`src/rtl/test_result_reporter_uart_tx.sv`:
```
// 8N1 transmitter for one byte per handshake; ready_o rises on the final stop-bit clock
// so a held valid_i chains frames with no idle gap.
module uart_tx_byte #(
  parameter int unsigned CLKS_PER_BIT = 434
) (
  input  logic       clk,
  input  logic       rst,
  input  logic [7:0] data_i,
  input  logic       valid_i,
  output logic       ready_o,
  output logic       tx_o
);

  localparam int unsigned CntW = (CLKS_PER_BIT > 1) ? $clog2(CLKS_PER_BIT) : 1;
  localparam logic [CntW-1:0] CntMax = CntW'(CLKS_PER_BIT - 1);

  logic            active_q;
  logic [3:0]      bit_q;
  logic [CntW-1:0] baud_q;
  logic [8:0]      shift_q;
  logic            tx_q;
  logic            bit_end;

  assign bit_end = (baud_q == CntMax);
  assign ready_o = !active_q || ((bit_q == 4'd9) && bit_end);
  assign tx_o    = tx_q;

  always_ff @(posedge clk) begin
    if (rst) begin
      active_q <= 1'b0;
      bit_q    <= 4'd0;
      baud_q   <= '0;
      shift_q  <= '0;
      tx_q     <= 1'b1;
    end else if (valid_i && ready_o) begin
      // Start bit goes out now; the stop bit sits at the top of the shifter.
      active_q <= 1'b1;
      bit_q    <= 4'd0;
      baud_q   <= '0;
      shift_q  <= {1'b1, data_i};
      tx_q     <= 1'b0;
    end else if (active_q) begin
      if (bit_end) begin
        baud_q <= '0;
        if (bit_q == 4'd9) begin
          active_q <= 1'b0;
          bit_q    <= 4'd0;
          tx_q     <= 1'b1;
        end else begin
          bit_q   <= bit_q + 4'd1;
          tx_q    <= shift_q[0];
          shift_q <= {1'b1, shift_q[8:1]};
        end
      end else begin
        baud_q <= baud_q + CntW'(1);
      end
    end
  end

endmodule

```
`config.mk`:
```
export PLATFORM = sky130hd
export DESIGN_NAME = uart_tx_byte
export DESIGN_NICKNAME = d
export VERILOG_FILES = /design/src/rtl/test_result_reporter_uart_tx.sv
export SDC_FILE = /design/constraint.sdc
export NUM_CORES = 1
export LEC_CHECK = 0
export CAP_MARGIN = 20
export CORE_UTILIZATION = 58
export DETAILED_ROUTE_END_ITERATION = 8
export MAX_ROUTING_LAYER = met4
export PLACE_DENSITY_LB_ADDON = 0.12
export SYNTH_ARGS = -nofsm -noshare
export SYNTH_HDL_FRONTEND = slang
export SYNTH_SLANG_ARGS = --single-unit
```
`constraint.sdc`:
```
create_clock -name clk -period 3.4 [get_ports clk]
set_clock_uncertainty 0.1 [all_clocks]
set_input_delay 0.34 -clock clk [delete_from_list [all_inputs] [get_ports clk]]
set_output_delay 0.34 -clock clk [all_outputs]
set_load 0.02 [all_outputs]
```
# == Word level (Yosys, flattened, before mapping) ==
# Index checks and enable logic that the tools add are counted.
# op_classes
n_reduce_logical,10
add_sub_neg,2
n_eq_ne,3
mux,14
# ops
operator,n
$mux W9,5
$add A9 B1 Y9 const B,1
$eq A9 B9 Y1 const B,1
$mux W1,8
$add A4 B1 Y4 const B,1
$eq A4 B4 Y1 const B,1
$mux W4,1
$reduce_and A2 Y1,2
$reduce_bool A2 Y1,2
$reduce_and A3 Y1,1
$logic_and A1 B1 Y1,2
$ne A2 B1 Y1 const B,1
$reduce_or A2 Y1,1
$logic_not A1 Y1,1
$logic_or A1 B1 Y1,1
# word_totals
ff_bits,24
out_inout_bits,2

# == Logic depth before layout (Yosys ltp) ==
# Gate-level depths: netlist of run 1.
# logic_depth
ltp_word,6
mapped_depth,7

# == Worst setup path before layout of run 1 ==
# Ideal clock, no wire load.
# synth_path
path_type,reg-to-output
from,register baud_q[0]
to,output port ready_o
n_path_buf,1
slack_ns,1.394
required_time_ns,2.960
stages_incl_launch_ff,6
arrival_time_ns,1.566
cell_sequence,dfxtp_1 > ha_1 > and4b_1 > nand2_2 > buf_2 > o21ai_0
# synth_via
elab_chain_len,3
# synth_rtl
item,line,rtl
start: declaration,19,logic [CntW-1:0] baud_q;
start signal: assignment,55,baud_q <= baud_q + CntW'(1);
$eq A9 B9 Y1,24,assign bit_end = (baud_q == CntMax);
$logic_and A1 B1 Y1,25,assign ready_o = !active_q || ((bit_q == 4'd9) && bit_end);
$logic_or A1 B1 Y1,25,
end: declaration,10,"output logic ready_o,"
# Every way passes these cells.

# == Worst setup path after layout of run 1 ==
# Ends and elaborated chain as after synthesis.

==> key figures, run 1 <==
Clock tree
  • CTS root buf: clkbuf_4
  • Clock tree buffer depth: 2
  • H-tree levels: 1
  • Clock transition at path regs: 0.13 ns
  • Number of clock sinks: 24
  • Post-CTS Resized: 0
  • Clock latency on the worst-skew pair: 0.33 ns
  • Num CTS Buffers: 3
  • # hold bufs at CTS: 0
  • CTS tree: built
  • Post-CTS setup buffer count: 0

Floorplan
  • Ports: 13
  • Core area: 1940 um^2
  • Die area: 2250 um^2
  • Die Ht: 47.4 um
  • Initial core utilization: 61.6%
  • Chip width: 47.4 um
  • Row Count: 16

Setup path
  • R2r startpoint: baud_q[0]
  • Slowest CP cell: clkdlybuf4s50_1
  • WP buf/inv: 1
  • FF-to-FF setup slack: 1.43 ns
  • Critical Path AT: 2.32 ns
  • RR Endpoint: shift_q[4]
  • CP endpoint kind: output port
  • CP Launch Type: register
  • Worst-path cell chain: ha_1 > and4b_1 > nand2_2 > o21ai_0 > clkdlybuf4s50_1
  • Worst Path Required: just under 3 ns
  • CP top delay family: buffers and inverters
  • Worst r2r path cells: 5
  • Crit Path Category: register to output port
  • Critical path fanouts, max: 12
  • Max incr delay on CP: 0.66 ns
  • Crit path depth: 5

Layout
  • Highest-count cells in the layout ignoring fill and taps: nor2_1 (24), dfxtp_1 (24), nor3_1 (12), clkdlybuf4s50_1 (12)
  • P&R area growth vs syn: 13.6%
  • Share of layout cells above drive strength 1: 11.0%
  • Ant diodes: 0
  • Final nets: about 160

Detailed routing
  • Wire per inst: 12.9 um
  • Vias: 967
  • DR pass1 iterations: 4
  • Total Wirelength: 2.24 mm
  • Vias per cell: around 5.6
  • Drc violations: 0
  • Final ANT Viol Nets: 0
  • DR iter-0 viols: 12

Timing
  • Final WS setup: 0.644 ns
  • RSZ-0062 raised after global routing: false
  • Fin crit period: 2.76 ns
  • Final setup TNS: 0 ns
  • Tcrit/Tclk final: 81.1%
  • Final Slew Violations: 0
  • Relative slew slack: 56.0%
  • Worst-margin pin slew: 0.658 ns
  • F_max: 0.363 GHz
  • Hold Vio Cnt, Final: 0
  • Final Setup Violations: 0

Global routing
  • First-pass GRT wire length: around 3.7 mm
  • Total Routing Usage GR: 24.2%
  • Largest net degree at the start of global routing: 14
  • Antenna violations before repair: 0
  • Total gr overflow: 0
  • Vias in the first global route: between 800 and 900

Logic synthesis
  • Top_reg_cell synth: dfxtp_1
  • Avg Inst Size Synth: 8.93 um^2
  • Sequential fraction of the synthesis area: 40.2%
  • Post-synth top area share: 40.2%
  • Post-Synthesis Cells: 134
  • Unique cell type count in the Yosys netlist: 30
  • Async SR Flop Fraction: 0%
  • YS warnings: 0
  • Post-synth EDFFs: 0
  • Top cells by area, synth: dfxtp_1 (40%), a2111oi_2 (10%), nor2_1 (7.5%)
  • Syn Nets: 147
  • Post-synthesis cell area: approximately 1200 um^2
  • Area leader, netlist: dfxtp_1
  • Synth Register Bits: 24

Worst hold path
  • Hold/Removal Path Class: register to register
  • Worst hold stages: 2
  • Hold_sp: shift_q[8]
  • WHS Endpoint: shift_q[8]

Placement
  • Placer Congestion: 0.738
  • # port buffers: 12
  • Place WS: 1.03 ns
  • Dpl hpwl: ~1.6 mm

Power
  • Leakage: 0.442 nW
  • Pwr Total: between 0.4 and 0.5 mW
  • Pwr per Cell Area: 368 nW/um^2
  • Worst ir drop on vdd: 0.273 mV

Outcome
  • Status: complete, no violations

Job
  • Max-Cap Viols: 0
## where the power goes
| group | total [mW] | leakage, nW | internal (mW) | switching, mW |
|---|---|---|---|---|
| combinational | 0.0653 | 0.232 | 0.0325 | 0.0328 |
| clock | 0.130 | 0.0138 | 0.0417 | 0.0881 |
| sequential | 0.305 | 0.197 | 0.295 | 0.0103 |
## cell type report
type,count,area [um^2]
Timing Repair Buffer,12,120
Clock buffer,3,22.5
Multi-Input combinational cell,96,661
Sequential cell,24,480
Fill cell,181,583
Inverter,11,41.3
Tap cell,27,33.8
## logic make-up (layout without fill, tap and decap cells)
group                      Yosys count  in the layout  synth area share (%)
AOI/OAI and AO/OA                   19             19                  17.5
xor gates and xnor gates            10             10                  7.32
adders and majority gates            2              2                  2.09
buffers and inverters               14             26                  4.60
DFF                                 24             24                  40.2
muxes                                1              1                 0.837
and+or+nand+nor                     64             64                  27.5
## metrics by stage
stage | hold WS (ns) | utilization [%] | instance area, um^2 | std cells
floorplan | 0.309 | - | 1200 | 134
global placement | 0.341 | 68.8 | 1340 | 170
detailed placement | 0.346 | 68.8 | 1340 | 170
CTS | 0.364 | 70.0 | 1360 | 173
global route | 0.393 | 70.0 | 1360 | 173
finish | 0.359 | 70.0 | 1360 | 173
## flip-flops by register name, indices dropped and copies added (netlist names)
signal,cells
tx_o,1
shift_q,9
active_q,1
bit_q,4
baud_q,9
## cell usage after synthesis, drive strengths merged (3+ instances only)
cell type,count
a2111oi,8
o21ai,3
inv,11
nand2,12
nor2b,3
nor3,12
xnor2,6
nor2,24
xor2,4
dfxtp,24
a21oi,3
## worst max-delay path by stage
stage / startpoint / to / slack [ns]
3_3_place_gp: baud_q[0] / ready_o / 1.10
3_5_place_dp: baud_q[0] / ready_o / 1.03
4_1_cts: baud_q[0] / ready_o / 0.65
2_1_floorplan: baud_q[0] / ready_o / 1.39
6_report: baud_q[0] / ready_o / 0.64
5_1_grt: baud_q[0] / ready_o / 0.55
## layer usage
metal	share of wire (%)	up-vias	track usage (%)
met2	46	16	37.0
met1	49	452	32.0
li1	-	494	-
met4	2.1	0	10.3
met3	2.5	5	3.40
met5	0	-	-
## worst min-delay path, stage by stage (launching register included)
cell and delay [ns]:
dfxtp_1 0.33, inv_1 0.05, a21oi_1 0.05
Note: power is estimated with default switching activity, not from simulation.
==> run 2: changes to the inputs <==
--- a/config.mk
+++ b/config.mk
@@ -6,7 +6,7 @@
 export NUM_CORES = 1
 export LEC_CHECK = 0
 export CAP_MARGIN = 20
-export CORE_UTILIZATION = 58
+export CORE_UTILIZATION = 54
 export DETAILED_ROUTE_END_ITERATION = 8
 export MAX_ROUTING_LAYER = met4
 export PLACE_DENSITY_LB_ADDON = 0.12
==> constraint.sdc (replaced) <==
create_clock -name clk -period 2.6 [get_ports clk]
set_clock_uncertainty 0.1 [all_clocks]
set_input_delay 0.26 -clock clk [delete_from_list [all_inputs] [get_ports clk]]
set_output_delay 0.26 -clock clk [all_outputs]
set_load 0.02 [all_outputs]
==> run 2 against run 1 <==
Count of clock-buffer cells in the layout up 1. Worst setup slack got worse by 0.37 ns. Combinational power grew 31%. Design area up 1.5%. Worst hold slack improved by 0.0081 ns. Largest cell class unchanged. Highest routed layer unchanged.
==> key figures, run 2 (synthesis gave the netlist of run 1 again) <==
Timing
  • Final Slew Violations: 0
  • Hold Vio Cnt, Final: 0
  • Hold slack: 0.367 ns
  • Tcrit/Tclk final: 89.5%
  • Fin crit period: 2.33 ns
  • Final Setup Violations: 0
  • Final setup TNS: 0 ns
  • Worst-margin pin slew: 0.451 ns
  • Relative slew slack: 69.9%
  • F_max: 0.430 GHz
  • Final WS setup: 0.274 ns
  • RSZ-0062 raised after global routing: false

Global routing
  • Largest net degree at the start of global routing: 14
  • Vias in the first global route: 913
  • First-pass GRT wire length: 3.80 mm
  • Antenna violations before repair: 0
  • Total Routing Usage GR: 20.6%
  • Total gr overflow: 0

Floorplan
  • Die area: 2410 um^2
  • Row Count: 16
  • Ports: 13
  • Die Ht: 49.1 um
  • Chip width: 49.1 um
  • Initial core utilization: 59.2%
  • Core area: 2020 um^2

Detailed routing
  • Drc violations: 0
  • DR pass1 iterations: 4
  • Total Wirelength: 2.14 mm
  • Final ANT Viol Nets: 0
  • Wire per inst: 12.2 um
  • Vias per cell: 5.59
  • Vias: between 900 and 1000
  • DR iter-0 viols: 18

Worst hold path
  • Hold_sp: shift_q[8]
  • Hold/Removal Path Class: register to register

Power
  • Pwr per Cell Area: 490 nW/um^2
  • Leakage: between 0.4 and 0.5 nW
  • Worst ir drop on vdd: 0.292 mV

Clock tree
  • H-tree levels: 1
  • Post-CTS Resized: 1
  • Clock transition at path regs: roughly 0.13 ns
  • Num CTS Buffers: 3
  • Clock latency on the worst-skew pair: 0.31 ns
  • Clock tree buffer depth: 2
  • Number of clock sinks: 24
  • Post-CTS setup buffer count: 0
  • CTS tree: built
  • # hold bufs at CTS: 0
  • CTS root buf: clkbuf_4

Placement
  • Placer Congestion: 0.782
  • Dpl hpwl: 1.60 mm
  • Place WS: 0.315 ns
  • # port buffers: 12
  • DP Area: 1340 um^2
  • Post-Place Cells: 171

Setup path
  • CP Launch Type: register
  • Critical Path AT: 1.97 ns
  • CP endpoint kind: output port
  • FF-to-FF setup slack: 0.61 ns
  • R2r startpoint: baud_q[0]
  • Crit path from: baud_q[0]
  • Critical path fanouts, max: 12
  • Crit Path Category: register to output port
  • Worst Path Required: around 2.2 ns

Layout
  • Final Instance Area: 1380 um^2
  • P&R area growth vs syn: 15.3%
  • Highest-count cells in the layout ignoring fill and taps: nor2_1 (24), dfxtp_1 (24), nor3_1 (12)
  • Biggest regs: baud_q: 9 flops, shift_q: 9 flops, bit_q: 4 flops
  • Ant diodes: 0
  • FILL cells: 170
  • Share of layout cells above drive strength 1: 12.2%
  • Non-filler instance count after layout: 175
  • Final nets: roughly 160

Outcome
  • Status: complete, no violations

Job
  • Max-Cap Viols: 0
run 2: routing by layer:
layer	vias up	global-route usage [%]	share of wire, %
met5	-	-	0
met4	0	7.35	0.56
met3	2	2.80	2.3
met2	20	36.1	51
met1	459	23.6	46
li1	497	-	-
run 2: layout make-up:
class / count / area (um^2) / area share, %
clock buffers: 4 / 36.3 / 2.63
inverters: 11 / 41.3 / 2.99
multi-input cells: 96 / 661 / 47.9
flip-flops and latches: 24 / 480 / 34.8
well taps: 27 / 33.8 / 2.45
repair buffers: 13 / 126 / 9.17
run 2: worst paths after layout:
check / endpoint / cells past startpoint
max: ready_o / 5
min: shift_q[8] / 2
max reg2reg: shift_q[6] / 5
min reg2reg: shift_q[8] / 2
run 2: critical path: stages (launching register included):
cell and delay [ns]:
dfxtp_1 0.42, ha_1 0.20, and4b_1 0.28, nand2_2 0.18, o21ai_0 0.23, dlygate4sd2_1 0.36
run 2: power breakdown:
| part | internal (mW) | leakage (nW) | switching [mW] |
|---|---|---|---|
| Sequential | 0.385 | 0.197 | 0.0135 |
| Combinational | 0.0429 | 0.237 | 0.0425 |
| Clock | 0.0854 | 0.0210 | 0.107 |
| Total | 0.513 | 0.454 | 0.163 |
run 2: metrics by stage:
stage / utilization [%] / power [mW]
6_report: 68.2 / 0.676
5_1_grt: 68.2 / 0.702
4_1_cts: 68.2 / 0.683
3_5_place_dp: 66.5 / 0.494
3_3_place_gp: 66.5 / 0.491
2_1_floorplan: - / 0.460
